<file path="src/rtl/shift_pkg.sv">
// Shared mode codes, FSM state encoding and mode helper for the sequential shifter.
package shift_pkg;

  localparam logic [2:0] MODE_SHL = 3'd0;
  localparam logic [2:0] MODE_SHR = 3'd1;
  localparam logic [2:0] MODE_SAR = 3'd2;
  localparam logic [2:0] MODE_ROL = 3'd3;
  localparam logic [2:0] MODE_ROR = 3'd4;

  typedef enum logic {
    IDLE  = 1'b0,
    SHIFT = 1'b1
  } state_t;

  // Codes above MODE_ROR are reserved and never start an operation.
  function automatic logic is_shift_mode(input logic [2:0] m);
    return (m <= MODE_ROR);
  endfunction

endpackage

</file>
<file path="src/rtl/shift_step.sv">
// Combinational single-bit shift/rotate step used once per clock by the sequencer.
module shift_step
  import shift_pkg::*;
#(
  parameter int WIDTH = 8
) (
  input  logic [2:0]       mode,
  input  logic [WIDTH-1:0] b,
  input  logic             sin,
  output logic [WIDTH-1:0] q_next,
  output logic             cout_next
);

  always_comb begin
    q_next    = b;
    cout_next = 1'b0;
    case (mode)
      MODE_SHL: begin
        q_next    = {b[WIDTH-2:0], sin};
        cout_next = b[WIDTH-1];
      end
      MODE_SHR: begin
        q_next    = {sin, b[WIDTH-1:1]};
        cout_next = b[0];
      end
      MODE_SAR: begin
        q_next    = {b[WIDTH-1], b[WIDTH-1:1]};
        cout_next = b[0];
      end
      MODE_ROL: begin
        q_next    = {b[WIDTH-2:0], b[WIDTH-1]};
        cout_next = b[WIDTH-1];
      end
      MODE_ROR: begin
        q_next    = {b[0], b[WIDTH-1:1]};
        cout_next = b[0];
      end
      default: begin
        q_next    = b;
        cout_next = 1'b0;
      end
    endcase
  end

endmodule

</file>
<file path="src/rtl/shift_seq_unit.sv">
// Multi-bit sequential shifter: one bit per clock for a clamped amount, with
// start/busy/done handshake and parallel load. All outputs are registered.
module shift_seq_unit
  import shift_pkg::*;
#(
  parameter int WIDTH = 8,
  parameter int AW    = $clog2(WIDTH) + 1
) (
  input  logic             clk,
  input  logic             rst,
  input  logic             load,
  input  logic [WIDTH-1:0] din,
  input  logic             start,
  input  logic [2:0]       mode,
  input  logic [AW-1:0]    amount,
  input  logic             sin,
  output logic [WIDTH-1:0] q,
  output logic             cout,
  output logic             busy,
  output logic             done
);

  state_t           state_q, state_d;
  logic [WIDTH-1:0] q_r, q_d;
  logic             cout_r, cout_d;
  logic             busy_r, busy_d;
  logic             done_r, done_d;
  logic [AW-1:0]    count_q, count_d;
  logic [2:0]       mode_q, mode_d;
  logic [AW-1:0]    amt_clamped;
  logic [WIDTH-1:0] step_q;
  logic             step_cout;

  assign amt_clamped = (amount > AW'(WIDTH)) ? AW'(WIDTH) : amount;

  shift_step #(
    .WIDTH(WIDTH)
  ) u_step (
    .mode      (mode_q),
    .b         (q_r),
    .sin       (sin),
    .q_next    (step_q),
    .cout_next (step_cout)
  );

  always_ff @(posedge clk) begin
    if (rst) begin
      state_q <= IDLE;
      q_r     <= '0;
      cout_r  <= 1'b0;
      busy_r  <= 1'b0;
      done_r  <= 1'b0;
      count_q <= '0;
      mode_q  <= MODE_SHL;
    end else begin
      state_q <= state_d;
      q_r     <= q_d;
      cout_r  <= cout_d;
      busy_r  <= busy_d;
      done_r  <= done_d;
      count_q <= count_d;
      mode_q  <= mode_d;
    end
  end

  // A zero-length request finishes straight from IDLE; otherwise the
  // counter holds the steps still to do and the last one raises done.
  always_comb begin
    state_d = state_q;
    q_d     = q_r;
    cout_d  = cout_r;
    busy_d  = busy_r;
    done_d  = 1'b0;
    count_d = count_q;
    mode_d  = mode_q;
    case (state_q)
      IDLE: begin
        if (load) begin
          q_d    = din;
          cout_d = 1'b0;
        end else if (start && is_shift_mode(mode)) begin
          if (amt_clamped == '0) begin
            done_d = 1'b1;
          end else begin
            state_d = SHIFT;
            busy_d  = 1'b1;
            count_d = amt_clamped;
            mode_d  = mode;
          end
        end
      end
      SHIFT: begin
        q_d     = step_q;
        cout_d  = step_cout;
        count_d = count_q - AW'(1);
        if (count_q == AW'(1)) begin
          state_d = IDLE;
          busy_d  = 1'b0;
          done_d  = 1'b1;
        end
      end
      default: state_d = IDLE;
    endcase
  end

  assign q    = q_r;
  assign cout = cout_r;
  assign busy = busy_r;
  assign done = done_r;

endmodule

</file>
<file path="config.mk">
export PLATFORM = sky130hd
export DESIGN_NAME = shift_seq_unit
export DESIGN_NICKNAME = d
export VERILOG_FILES = /design/src/rtl/shift_pkg.sv /design/src/rtl/shift_step.sv /design/src/rtl/shift_seq_unit.sv
export SDC_FILE = /design/constraint.sdc
export NUM_CORES = 1
export LEC_CHECK = 0
export CORE_MARGIN = 5
export CORE_UTILIZATION = 49
export CTS_CLUSTER_SIZE = 25
export DETAILED_ROUTE_END_ITERATION = 16
export PLACE_DENSITY = 0.81
export SYNTH_ARGS = -nofsm -noshare
export SYNTH_HDL_FRONTEND = slang
export SYNTH_HIERARCHICAL = 1
export SYNTH_SLANG_ARGS = --single-unit
</file>
<file path="constraint.sdc">
create_clock -name clk -period 1.95 [get_ports clk]
set_input_delay 0.2925 -clock clk [delete_from_list [all_inputs] [get_ports clk]]
set_output_delay 0.2925 -clock clk [all_outputs]
set_load 0.005 [all_outputs]
</file>
==> flow_results.xml, run 1 <==
<?xml version="1.0" encoding="UTF-8"?>
<metrics>
  <group name="outcome">
    <metric name="run_status" unit="">complete, no violations</metric>
  </group>
  <group name="synth">
    <metric name="post_syn_area_per_cell" unit="um^2">8.39</metric>
    <metric name="synth_enable_flop_cells" unit="">0</metric>
    <metric name="ys_seq_elements" unit="">19</metric>
    <metric name="fraction_of_synthesis_flops_using_an_asynchronous_set_or_reset_pin" unit="">0</metric>
    <metric name="synthDistinctLibCells" unit="">41</metric>
    <metric name="synth_top_flop_cell" unit="">sky130_fd_sc_hd__dfxtp_1</metric>
    <metric name="yosysWarnings" unit="">6</metric>
    <metric name="summed_instance_area_of_the_synthesized_netlist" unit="mm^2">0.00127</metric>
    <metric name="synthesis.nets" unit="">173</metric>
    <metric name="ys_seq_area_frac" unit="">0.300</metric>
    <metric name="post_synth_inst_count" unit="">151</metric>
  </group>
  <group name="clock_tree">
    <metric name="cts.root.buffer_cell" unit="">sky130_fd_sc_hd__clkbuf_4</metric>
    <metric name="tritoncts_clock_tree" unit="">built</metric>
    <metric name="cts_post_setup_buffers_inserted" unit="">0</metric>
    <metric name="number_of_clock_sinks" unit="">19</metric>
    <metric name="path_clk_slew" unit="ns">0.12</metric>
    <metric name="max-clock-path-buffers" unit="">2</metric>
    <metric name="cts-htree-levels" unit="">1</metric>
    <metric name="cts_repair_resize_count" unit="">0</metric>
    <metric name="ctsHoldBuffers" unit="">0</metric>
    <metric name="numCtsBuffers" unit="">3</metric>
    <metric name="clock_insertion_delay_worst_skew" unit="ns">0.30</metric>
  </group>
  <group name="route">
    <metric name="route.vias.total" unit="">1215</metric>
    <metric name="dr.pass1.iters" unit="">4</metric>
    <metric name="drt_iter0_markers" unit="">71</metric>
    <metric name="vias_per_cell" unit="">5.68</metric>
    <metric name="drt-wirelength-per-cell" unit="um">14.7</metric>
    <metric name="detail_route.drc_violations" unit="">0</metric>
    <metric name="drt_wl_total" unit="mm">3.15</metric>
    <metric name="ant_nets" unit="">0</metric>
  </group>
  <group name="setup_path">
    <metric name="worstPathRequired" unit="ns">1.66</metric>
    <metric name="minimum_setup_slack_among_reg_to_reg_paths" unit="ns">0.44</metric>
    <metric name="worstRegToRegCells" unit="">6</metric>
    <metric name="critPathSlowestCell" unit="">sky130_fd_sc_hd__clkdlybuf4s50_1</metric>
    <metric name="start_kind" unit="">flip-flop</metric>
    <metric name="timing.critical_path.max_delay_family" unit="">buffers and inverters</metric>
    <metric name="critical_path.endpoint_type" unit="">output pin</metric>
    <metric name="timing_worst_setup_path_type" unit="">flip-flop to output pin</metric>
    <metric name="worstReg2RegEnd" unit="">q[3]$_SDFFE_PP0P_</metric>
    <metric name="r2r-start" unit="">mode_q[0]$_SDFFE_PP0P_</metric>
    <metric name="timing.critical_path.buf_inv" unit="">1</metric>
    <metric name="path_max_fanout" unit="">8</metric>
    <metric name="worst_ep_arrival_time" unit="ns">1.34</metric>
    <metric name="path_cells" unit="">clkdlybuf4s50_1</metric>
    <metric name="max_stage_delay" unit="ns">0.56</metric>
  </group>
  <group name="timing">
    <metric name="timing.final.crit_share" unit="">0.838</metric>
    <metric name="worst_clock_skew" unit="ns">0.0154</metric>
    <metric name="finalSetupViolCount" unit="">0</metric>
    <metric name="finalWorstPathRequiredPeriod" unit="ns">1.63</metric>
    <metric name="grt_setup_unrepaired" unit="">no</metric>
    <metric name="clock.fmax" unit="GHz">0.612</metric>
    <metric name="slew_worst_pin" unit="ns">0.337</metric>
    <metric name="max-slew-margin-rel" unit="">0.775</metric>
    <metric name="timing_hold_violations_final" unit="">0</metric>
    <metric name="slew_viols_final" unit="">0</metric>
    <metric name="setup-tns-final" unit="ns">0</metric>
  </group>
  <group name="global_routing">
    <metric name="grt_util_all_layers" unit="">0.185</metric>
    <metric name="grt_first_pass_wirelength" unit="mm">5.22</metric>
    <metric name="grt_pass1_vias" unit="">1145</metric>
    <metric name="grt_start_max_net_pins" unit="">27</metric>
    <metric name="grt_antenna_before_repair" unit="">0</metric>
    <metric name="grt_remaining_overflow" unit="">0</metric>
  </group>
  <group name="final_layout">
    <metric name="design.final.nets" unit="">207</metric>
    <metric name="n_antenna_cell" unit="">0</metric>
    <metric name="area_growth" unit="%">30.0</metric>
    <metric name="finish.cell_count_without_fillers" unit="">214</metric>
    <metric name="final_layout_size_suffix_gt1_frac" unit="">0.103</metric>
    <metric name="fin_util" unit="">0.665</metric>
  </group>
  <group name="place">
    <metric name="io_buffers" unit="">30</metric>
    <metric name="numPlacedInstances" unit="">210</metric>
    <metric name="place_hpwl" unit="mm">2.34</metric>
    <metric name="gp_routability_congestion" unit="">0.852</metric>
  </group>
  <group name="floorplanning">
    <metric name="design.die.area" unit="mm^2">0.00370</metric>
    <metric name="placement_rows" unit="">18</metric>
    <metric name="die_height" unit="um">60.8</metric>
    <metric name="die_x" unit="um">60.8</metric>
    <metric name="core" unit="mm^2">0.00248</metric>
    <metric name="pin_count" unit="">31</metric>
    <metric name="initial_cell_density_of_the_core" unit="">0.511</metric>
  </group>
  <group name="hold_path">
    <metric name="hold-path-cell-count" unit="">2</metric>
    <metric name="holdPathEnd" unit="">busy$_SDFFE_PP0P_</metric>
    <metric name="worst_hold_path_class" unit="">flip-flop to flip-flop</metric>
    <metric name="holdCritStartpoint" unit="">busy$_SDFFE_PP0P_</metric>
  </group>
  <group name="pwr">
    <metric name="total_leakage_power" unit="nW">0.709</metric>
    <metric name="pwr_density_cell" unit="mW/mm^2">553</metric>
    <metric name="power.ir.vdd_worst" unit="mV">0.410</metric>
  </group>
  <group name="flow_run">
    <metric name="timing.max_cap.violations" unit="">0</metric>
  </group>
</metrics>
[metal layers]
layer	up-vias	share of wire	track usage
met3	2	0.056	0.0340
met1	560	0.44	0.230
met2	38	0.49	0.325
li1	615	-	-
met4	0	0.0051	0.0557
met5	-	0	0
[state kept, by name (all words and copies together), names as in the netlist]
name     flops
q            8
count_q      4
mode_q       3
busy         1
cout         1
done         1
state_q      1
[metrics by stage]
stage / power, mW / instance area [um^2] / worst slack (ns) / hold WS (ns)
6_report: 0.910 / 1650 / 0.316 / 0.481
5_1_grt: 0.961 / 1650 / 0.226 / 0.541
4_1_cts: 0.914 / 1650 / 0.304 / 0.483
3_5_place_dp: 0.713 / 1620 / 0.00721 / 0.463
3_3_place_gp: 0.702 / 1620 / 0.0680 / 0.463
2_1_floorplan: 0.601 / 1270 / 0.550 / 0.436
[logic make-up after synthesis]
family	after synthesis	synth area share
AND/OR/NAND/NOR	51	0.219
AO/OA/AOI/OAI	35	0.174
multiplexers	27	0.214
flip-flops	19	0.300
buffers and inverters	16	0.0593
adder cells (fa/ha/maj)	2	0.0198
XOR/XNOR	1	0.0128
[synthesized netlist by cell type (2+ instances only)]
master	instances	area, um^2
sky130_fd_sc_hd__nor2_1	22	82.6
sky130_fd_sc_hd__o211ai_1	5	37.5
sky130_fd_sc_hd__inv_1	6	22.5
sky130_fd_sc_hd__buf_2	3	15.0
sky130_fd_sc_hd__nand3_1	2	10.0
sky130_fd_sc_hd__a31oi_1	3	18.8
sky130_fd_sc_hd__buf_1	2	7.51
sky130_fd_sc_hd__dfxtp_1	19	380
sky130_fd_sc_hd__nand2_1	5	18.8
sky130_fd_sc_hd__a21boi_0	2	15.0
sky130_fd_sc_hd__ha_1	2	25.0
sky130_fd_sc_hd__a21oi_1	12	60.1
sky130_fd_sc_hd__or3_1	6	37.5
sky130_fd_sc_hd__mux2i_1	26	260
sky130_fd_sc_hd__nor2b_1	2	12.5
sky130_fd_sc_hd__nor3b_1	2	15.0
sky130_fd_sc_hd__o21ai_1	6	30.0
sky130_fd_sc_hd__clkbuf_1	3	11.3
[cells in the final DEF, fill, tap and decap left out]
| cell type | Yosys | layout |
|---|---|---|
| sky130_fd_sc_hd__clkdlybuf4s50_1 | 0 | 30 |
| sky130_fd_sc_hd__mux2i_1 | 26 | 26 |
| sky130_fd_sc_hd__nor2_1 | 22 | 22 |
| sky130_fd_sc_hd__dfxtp_1 | 19 | 19 |
| sky130_fd_sc_hd__a21oi_1 | 12 | 12 |
| sky130_fd_sc_hd__buf_4 | 1 | 9 |
| sky130_fd_sc_hd__inv_1 | 6 | 6 |
| sky130_fd_sc_hd__or3_1 | 6 | 6 |
| sky130_fd_sc_hd__o21ai_1 | 6 | 6 |
| sky130_fd_sc_hd__nand2_1 | 5 | 5 |
| sky130_fd_sc_hd__o211ai_1 | 5 | 5 |
| sky130_fd_sc_hd__a31oi_1 | 3 | 3 |
| sky130_fd_sc_hd__clkbuf_4 | 0 | 3 |
| sky130_fd_sc_hd__nor3b_1 | 2 | 2 |
| sky130_fd_sc_hd__nor2b_1 | 2 | 2 |
| sky130_fd_sc_hd__nand3_1 | 2 | 2 |
| sky130_fd_sc_hd__a21boi_0 | 2 | 2 |
| sky130_fd_sc_hd__ha_1 | 2 | 2 |
| sky130_fd_sc_hd__or4_4 | 1 | 1 |
| sky130_fd_sc_hd__o21ai_0 | 1 | 1 |
| sky130_fd_sc_hd__nor3_1 | 1 | 1 |
| sky130_fd_sc_hd__a32o_1 | 1 | 1 |
| sky130_fd_sc_hd__or4b_1 | 1 | 1 |
| sky130_fd_sc_hd__and3_1 | 1 | 1 |
| sky130_fd_sc_hd__nand4_1 | 1 | 1 |
| sky130_fd_sc_hd__and2b_2 | 1 | 1 |
| sky130_fd_sc_hd__o41ai_1 | 1 | 1 |
| sky130_fd_sc_hd__nand3b_1 | 1 | 1 |
| sky130_fd_sc_hd__nand4b_1 | 1 | 1 |
| sky130_fd_sc_hd__a41oi_1 | 1 | 1 |
| sky130_fd_sc_hd__a221oi_1 | 1 | 1 |
| sky130_fd_sc_hd__clkinv_2 | 0 | 1 |
| sky130_fd_sc_hd__xnor2_2 | 1 | 1 |
| sky130_fd_sc_hd__nor2_4 | 1 | 1 |
| sky130_fd_sc_hd__and3b_1 | 1 | 1 |
| sky130_fd_sc_hd__nor4bb_1 | 1 | 1 |
| sky130_fd_sc_hd__o311ai_1 | 1 | 1 |
| sky130_fd_sc_hd__mux2_2 | 1 | 1 |
| sky130_fd_sc_hd__or3_2 | 1 | 1 |
| sky130_fd_sc_hd__o32ai_1 | 1 | 1 |
[area by class of cell]
class / instances / area [um^2]
clock inverters: 1 / 5.00
multi-input cells: 116 / 811
repair buffers: 39 / 368
fillers: 215 / 831
well taps: 30 / 37.5
inverters: 6 / 22.5
clock buffers: 3 / 22.5
flip-flops and latches: 19 / 380
[report_power, final]
group	switching, mW	internal [mW]	total, mW
Clock	0.129	0.0763	0.205
Sequential	0.0328	0.413	0.446
Combinational	0.114	0.144	0.259
Total	0.276	0.634	0.910
[worst max-delay path by stage]
stage / start / end / cells past startpoint
after floorplan: amount[3] / mode_q[0]$_SDFFE_PP0P_ / 4
after CTS: q[7]$_SDFFE_PP0P_ / q[7] / 1
after detailed placement: amount[3] / mode_q[1]$_SDFFE_PP0P_ / 5
after global routing: q[7]$_SDFFE_PP0P_ / q[7] / 1
final: q[7]$_SDFFE_PP0P_ / q[7] / 1
after global placement: amount[3] / mode_q[1]$_SDFFE_PP0P_ / 5
Note: power is estimated with default switching activity, not from simulation.
==> inputs of run 2 (changes only) <==
- clock period: 1.95 -> 1.7 ns (I/O delays scaled with it)
==> run 2 against run 1 <==
Effect of this change:
- flip-flop and latch count unchanged
- via count is 4.1% higher
- critical path depth unchanged
- power grew 15%
- first-iteration DRC count is 15% lower
- combinational power is 16% higher
- global-route usage increased by 0.49 points
- die area stayed put
==> flow_results.xml, run 2 (synthesis gave the netlist of run 1 again) <==
<?xml version="1.0" encoding="UTF-8"?>
<metrics>
  <group name="outcome">
    <metric name="run_status" unit="">complete, no violations</metric>
  </group>
  <group name="clock_tree">
    <metric name="number_of_clock_sinks" unit="">19</metric>
    <metric name="cts-htree-levels" unit="">1</metric>
    <metric name="cts.root.buffer_cell" unit="">sky130_fd_sc_hd__clkbuf_4</metric>
    <metric name="clock_insertion_delay_worst_skew" unit="ns">0.29</metric>
    <metric name="numCtsBuffers" unit="">3</metric>
    <metric name="max-clock-path-buffers" unit="">2</metric>
    <metric name="tritoncts_clock_tree" unit="">built</metric>
    <metric name="cts_repair_resize_count" unit="">0</metric>
    <metric name="path_clk_slew" unit="ns">0.11</metric>
    <metric name="ctsHoldBuffers" unit="">0</metric>
    <metric name="cts_post_setup_buffers_inserted" unit="">0</metric>
  </group>
  <group name="setup_path">
    <metric name="max_stage_delay" unit="ns">0.56</metric>
    <metric name="start_kind" unit="">flip-flop</metric>
    <metric name="critical_path.endpoint_type" unit="">output pin</metric>
    <metric name="path_max_fanout" unit="">8</metric>
    <metric name="critPathSlowestCell" unit="">sky130_fd_sc_hd__clkdlybuf4s50_1</metric>
    <metric name="worst_ep_arrival_time" unit="ns">1.33</metric>
    <metric name="worstPathRequired" unit="ns">1.44</metric>
    <metric name="path_cells" unit="">clkdlybuf4s50_1</metric>
    <metric name="timing.critical_path.max_delay_family" unit="">buffers and inverters</metric>
    <metric name="timing.critical_path.buf_inv" unit="">1</metric>
    <metric name="timing_worst_setup_path_type" unit="">flip-flop to output pin</metric>
  </group>
  <group name="floorplanning">
    <metric name="die_height" unit="um">60.8</metric>
    <metric name="placement_rows" unit="">18</metric>
    <metric name="die_x" unit="um">60.8</metric>
    <metric name="pin_count" unit="">31</metric>
    <metric name="design.die.area" unit="mm^2">0.00370</metric>
    <metric name="initial_cell_density_of_the_core" unit="">0.511</metric>
    <metric name="core" unit="mm^2">0.00248</metric>
  </group>
  <group name="global_routing">
    <metric name="grt_first_pass_wirelength" unit="mm">5.35</metric>
    <metric name="grt_remaining_overflow" unit="">0</metric>
    <metric name="grt_pass1_vias" unit="">1194</metric>
    <metric name="grt_util_all_layers" unit="">0.190</metric>
    <metric name="grt_start_max_net_pins" unit="">15</metric>
    <metric name="grt_antenna_before_repair" unit="">0</metric>
  </group>
  <group name="timing">
    <metric name="max-slew-margin-rel" unit="">0.779</metric>
    <metric name="slew_worst_pin" unit="ns">0.329</metric>
    <metric name="worst_clock_skew" unit="ns">0.00528</metric>
    <metric name="finalWorstPathRequiredPeriod" unit="ns">1.58</metric>
    <metric name="finalSetupViolCount" unit="">0</metric>
    <metric name="timing.final.crit_share" unit="">0.931</metric>
    <metric name="setup_slack" unit="ns">0.117</metric>
    <metric name="clock.fmax" unit="GHz">0.632</metric>
    <metric name="timing_hold_violations_final" unit="">0</metric>
    <metric name="slew_viols_final" unit="">0</metric>
    <metric name="grt_setup_unrepaired" unit="">no</metric>
  </group>
  <group name="final_layout">
    <metric name="fin_util" unit="">0.671</metric>
    <metric name="finish.cell_count_without_fillers" unit="">216</metric>
    <metric name="largest_register_ffs" unit="">8</metric>
    <metric name="post-route-cell-area" unit="mm^2">0.00166</metric>
    <metric name="commonest_non_fill_non_tap_cells_in_the_layout" unit="">sky130_fd_sc_hd__clkdlybuf4s50_1, sky130_fd_sc_hd__mux2i_1, sky130_fd_sc_hd__nor2_1</metric>
    <metric name="area_growth" unit="%">31.2</metric>
    <metric name="mostFrequentLayoutCell" unit="">sky130_fd_sc_hd__clkdlybuf4s50_1</metric>
    <metric name="n_antenna_cell" unit="">0</metric>
    <metric name="design.final.nets" unit="">209</metric>
    <metric name="fillCellCount" unit="">219</metric>
    <metric name="final_layout_size_suffix_gt1_frac" unit="">0.113</metric>
  </group>
  <group name="route">
    <metric name="detail_route.drc_violations" unit="">0</metric>
    <metric name="dr.pass1.iters" unit="">4</metric>
    <metric name="drt_wl_total" unit="mm">3.21</metric>
    <metric name="vias_per_cell" unit="">5.86</metric>
    <metric name="ant_nets" unit="">0</metric>
    <metric name="drt_iter0_markers" unit="">60</metric>
    <metric name="drt-wirelength-per-cell" unit="um">14.8</metric>
    <metric name="route.vias.total" unit="">1265</metric>
  </group>
  <group name="place">
    <metric name="numPlacedInstances" unit="">212</metric>
    <metric name="gp_routability_congestion" unit="">0.879</metric>
    <metric name="place_hpwl" unit="mm">2.46</metric>
    <metric name="placement.setup.worst_slack" unit="ns">-0.190</metric>
    <metric name="io_buffers" unit="">30</metric>
    <metric name="place_area" unit="mm^2">0.00163</metric>
  </group>
  <group name="pwr">
    <metric name="total_leakage_power" unit="nW">0.719</metric>
    <metric name="pwr_density_cell" unit="mW/mm^2">630</metric>
    <metric name="report.power.total" unit="mW">1.05</metric>
    <metric name="power.ir.vdd_worst" unit="mV">0.449</metric>
  </group>
  <group name="hold_path">
    <metric name="worst_hold_path_class" unit="">flip-flop to flip-flop</metric>
  </group>
  <group name="flow_run">
    <metric name="timing.max_cap.violations" unit="">0</metric>
  </group>
</metrics>
[run 2: routing by layer]
metal  routed length (um)  up-vias  GRT usage  share of wire
li1                     -      625          -              -
met1                 1350      582      0.243           0.42
met2                 1580       52      0.310           0.49
met3                  226        6     0.0468          0.070
met4                   46        0     0.0712          0.014
met5                    0        -          0              0
[run 2: worst paths after layout]
path / from / endpoint / depth (start not counted) / slack, ns
worst min register to register: busy$_SDFFE_PP0P_ / busy$_SDFFE_PP0P_ / 2 / 0.47
worst max-delay path: q[7]$_SDFFE_PP0P_ / q[7] / 1 / 0.12
worst max register to register: state_q$_SDFF_PP0_ / count_q[3]$_SDFFE_PP0P_ / 4 / 0.17
worst min-delay path: busy$_SDFFE_PP0P_ / busy$_SDFFE_PP0P_ / 2 / 0.47
[run 2: power breakdown]
group | switching, mW | internal, mW | total, mW | leakage, nW
sequential | 0.0423 | 0.474 | 0.516 | 0.156
clock | 0.143 | 0.0875 | 0.231 | 0.0177
combinational | 0.130 | 0.169 | 0.300 | 0.545
[run 2: area by class of cell]
class | instances | area [um^2] | share of cell area
inverter | 6 | 22.5 | 0.0136
multi-input combinational | 116 | 811 | 0.488
sequential | 19 | 380 | 0.229
clock buffer | 3 | 22.5 | 0.0136
clock inverter | 1 | 5.00 | 0.00301
tap | 30 | 37.5 | 0.0226
timing repair buffer | 41 | 383 | 0.230
[run 2: per-stage QoR]
step / hold slack (ns) / setup TNS, ns
global route: 0.544 / 0
CTS: 0.480 / 0
floorplan: 0.399 / 0
detailed placement: 0.456 / -1.28
global placement: 0.462 / -0.853
finish: 0.474 / 0
==> inputs of run 3 (changes only) <==
- CAP_MARGIN: not set -> 20
- CORE_UTILIZATION: 49 -> 45
- PLACE_DENSITY: 0.81 -> 0.76
==> run 3 against run 2 <==
Effect of this change:
- maximum frequency barely moved
- critical path type is now input port to flip-flop
- die area rose by 7.4%
- clock skew fell by 0.0028 ns
- global-route usage fell by 2.8 points
- flip-flop and latch count did not move
- clock-buffer cell count did not move
- via count fell by 0.87%
- power fell by 0.57%
==> flow_results.xml, run 3 (synthesis gave the netlist of run 1 again) <==
<?xml version="1.0" encoding="UTF-8"?>
<metrics>
  <group name="timing">
    <metric name="setup_slack" unit="ns">0.116</metric>
    <metric name="slew_viols_final" unit="">0</metric>
    <metric name="setup-tns-final" unit="ns">0</metric>
    <metric name="timing_hold_violations_final" unit="">0</metric>
    <metric name="finalSetupViolCount" unit="">0</metric>
    <metric name="clock.fmax" unit="GHz">0.631</metric>
    <metric name="timing.final.crit_share" unit="">0.932</metric>
    <metric name="grt_setup_unrepaired" unit="">no</metric>
    <metric name="worst_clock_skew" unit="ns">0.00245</metric>
    <metric name="slew_worst_pin" unit="ns">0.357</metric>
    <metric name="finalWorstPathRequiredPeriod" unit="ns">1.58</metric>
    <metric name="max-slew-margin-rel" unit="">0.762</metric>
  </group>
  <group name="final_layout">
    <metric name="commonest_non_fill_non_tap_cells_in_the_layout" unit="">sky130_fd_sc_hd__clkdlybuf4s50_1, sky130_fd_sc_hd__mux2i_1, sky130_fd_sc_hd__nor2_1</metric>
    <metric name="post-route-cell-area" unit="mm^2">0.00167</metric>
    <metric name="area_growth" unit="%">31.9</metric>
    <metric name="finish.cell_count_without_fillers" unit="">218</metric>
    <metric name="mostFrequentLayoutCell" unit="">sky130_fd_sc_hd__clkdlybuf4s50_1</metric>
    <metric name="fin_util" unit="">0.611</metric>
    <metric name="n_antenna_cell" unit="">0</metric>
    <metric name="design.final.nets" unit="">210</metric>
    <metric name="final_layout_size_suffix_gt1_frac" unit="">0.118</metric>
    <metric name="largest_register_ffs" unit="">8</metric>
  </group>
  <group name="clock_tree">
    <metric name="path_clk_slew" unit="ns">0.11</metric>
    <metric name="numCtsBuffers" unit="">3</metric>
    <metric name="number_of_clock_sinks" unit="">19</metric>
    <metric name="tritoncts_clock_tree" unit="">built</metric>
    <metric name="cts_post_setup_buffers_inserted" unit="">0</metric>
    <metric name="cts_repair_resize_count" unit="">0</metric>
    <metric name="cts.root.buffer_cell" unit="">sky130_fd_sc_hd__clkbuf_4</metric>
    <metric name="cts-htree-levels" unit="">1</metric>
    <metric name="clock_insertion_delay_worst_skew" unit="ns">0.29</metric>
    <metric name="max-clock-path-buffers" unit="">2</metric>
    <metric name="ctsHoldBuffers" unit="">0</metric>
  </group>
  <group name="route">
    <metric name="drt-wirelength-per-cell" unit="um">14.9</metric>
    <metric name="drt_wl_total" unit="mm">3.24</metric>
    <metric name="detail_route.drc_violations" unit="">0</metric>
    <metric name="vias_per_cell" unit="">5.75</metric>
    <metric name="dr.pass1.iters" unit="">4</metric>
    <metric name="route.vias.total" unit="">1254</metric>
    <metric name="ant_nets" unit="">0</metric>
    <metric name="drt_iter0_markers" unit="">86</metric>
  </group>
  <group name="floorplanning">
    <metric name="die_x" unit="um">63.0</metric>
    <metric name="pin_count" unit="">31</metric>
    <metric name="placement_rows" unit="">19</metric>
    <metric name="design.die.area" unit="mm^2">0.00397</metric>
    <metric name="core" unit="mm^2">0.00273</metric>
    <metric name="die_height" unit="um">63.0</metric>
    <metric name="initial_cell_density_of_the_core" unit="">0.463</metric>
  </group>
  <group name="setup_path">
    <metric name="critPathSlowestCell" unit="">sky130_fd_sc_hd__or4_4</metric>
    <metric name="start_kind" unit="">input port</metric>
    <metric name="path_max_fanout" unit="">5</metric>
    <metric name="worstRegToRegCells" unit="">6</metric>
    <metric name="max_stage_delay" unit="ns">0.55</metric>
    <metric name="critical_path.endpoint_type" unit="">flip-flop</metric>
    <metric name="worst_ep_arrival_time" unit="ns">1.78</metric>
    <metric name="timing_worst_setup_path_type" unit="">input port to flip-flop</metric>
    <metric name="path_cells" unit="">clkdlybuf4s50_1 &gt; or4_4 &gt; nand4_1 &gt; mux2i_1 &gt; nor2_1</metric>
    <metric name="minimum_setup_slack_among_reg_to_reg_paths" unit="ns">0.21</metric>
    <metric name="worstPathRequired" unit="ns">1.89</metric>
  </group>
  <group name="global_routing">
    <metric name="grt_pass1_vias" unit="">1231</metric>
    <metric name="grt_remaining_overflow" unit="">0</metric>
    <metric name="grt_util_all_layers" unit="">0.162</metric>
    <metric name="grt_first_pass_wirelength" unit="mm">5.50</metric>
    <metric name="grt_antenna_before_repair" unit="">0</metric>
    <metric name="grt_start_max_net_pins" unit="">19</metric>
  </group>
  <group name="outcome">
    <metric name="run_status" unit="">complete, no violations</metric>
  </group>
  <group name="place">
    <metric name="place_area" unit="mm^2">0.00164</metric>
    <metric name="io_buffers" unit="">30</metric>
    <metric name="gp_routability_congestion" unit="">0.915</metric>
    <metric name="place_hpwl" unit="mm">2.51</metric>
    <metric name="placement.setup.worst_slack" unit="ns">-0.182</metric>
    <metric name="numPlacedInstances" unit="">214</metric>
  </group>
  <group name="pwr">
    <metric name="pwr_density_cell" unit="mW/mm^2">623</metric>
    <metric name="power.ir.vdd_worst" unit="mV">0.479</metric>
    <metric name="total_leakage_power" unit="nW">0.724</metric>
  </group>
  <group name="hold_path">
    <metric name="hold-path-cell-count" unit="">2</metric>
    <metric name="worst_hold_path_class" unit="">flip-flop to flip-flop</metric>
  </group>
  <group name="flow_run">
    <metric name="timing.max_cap.violations" unit="">0</metric>
  </group>
</metrics>
-- run 3: cell types whose count changed in the layout (fill, tap and decap cells not counted) --
cell                    before  now
sky130_fd_sc_hd__buf_4      11   12
-- run 3: final timing paths --
path | start | to
worst max register to register | mode_q[1]$_SDFFE_PP0P_ | q[2]$_SDFFE_PP0P_
worst max-delay path | amount[3] | mode_q[1]$_SDFFE_PP0P_
worst min register to register | busy$_SDFFE_PP0P_ | busy$_SDFFE_PP0P_
worst min-delay path | busy$_SDFFE_PP0P_ | busy$_SDFFE_PP0P_
-- run 3: metrics by stage --
stage	hold WS, ns	total power [mW]
floorplan	0.399	0.689
global placement	0.470	0.816
detailed placement	0.462	0.826
CTS	0.493	1.04
global route	0.519	1.10
finish	0.486	1.04
-- run 3: cell type report --
cell class / count / area (um^2)
sequential: 19 / 380
inverter: 6 / 22.5
tap: 31 / 38.8
fill: 257 / 1060
multi-input combinational: 116 / 811
timing repair buffer: 42 / 390
clock inverter: 1 / 5.00
clock buffer: 3 / 22.5
-- run 3: routing by layer --
layer	share of wire	up-vias	global-route usage	wire length (um)
li1	-	628	-	-
met1	0.44	585	0.200	1430
met2	0.50	39	0.279	1620
met3	0.058	2	0.0360	188
met4	0.0040	0	0.0451	13
met5	0	-	0	0
-- run 3: worst max-delay path, delay by kind of cell --
family | cells | cell delay, ns
buffers and inverters | 1 | 0.42
and+or+nand+nor | 3 | 0.85
muxes | 1 | 0.25
-- run 3: report_power, final --
part	leakage [nW]	switching [mW]	internal (mW)
sequential	0.156	0.0389	0.474
clock	0.0177	0.136	0.0873
combinational	0.551	0.134	0.171
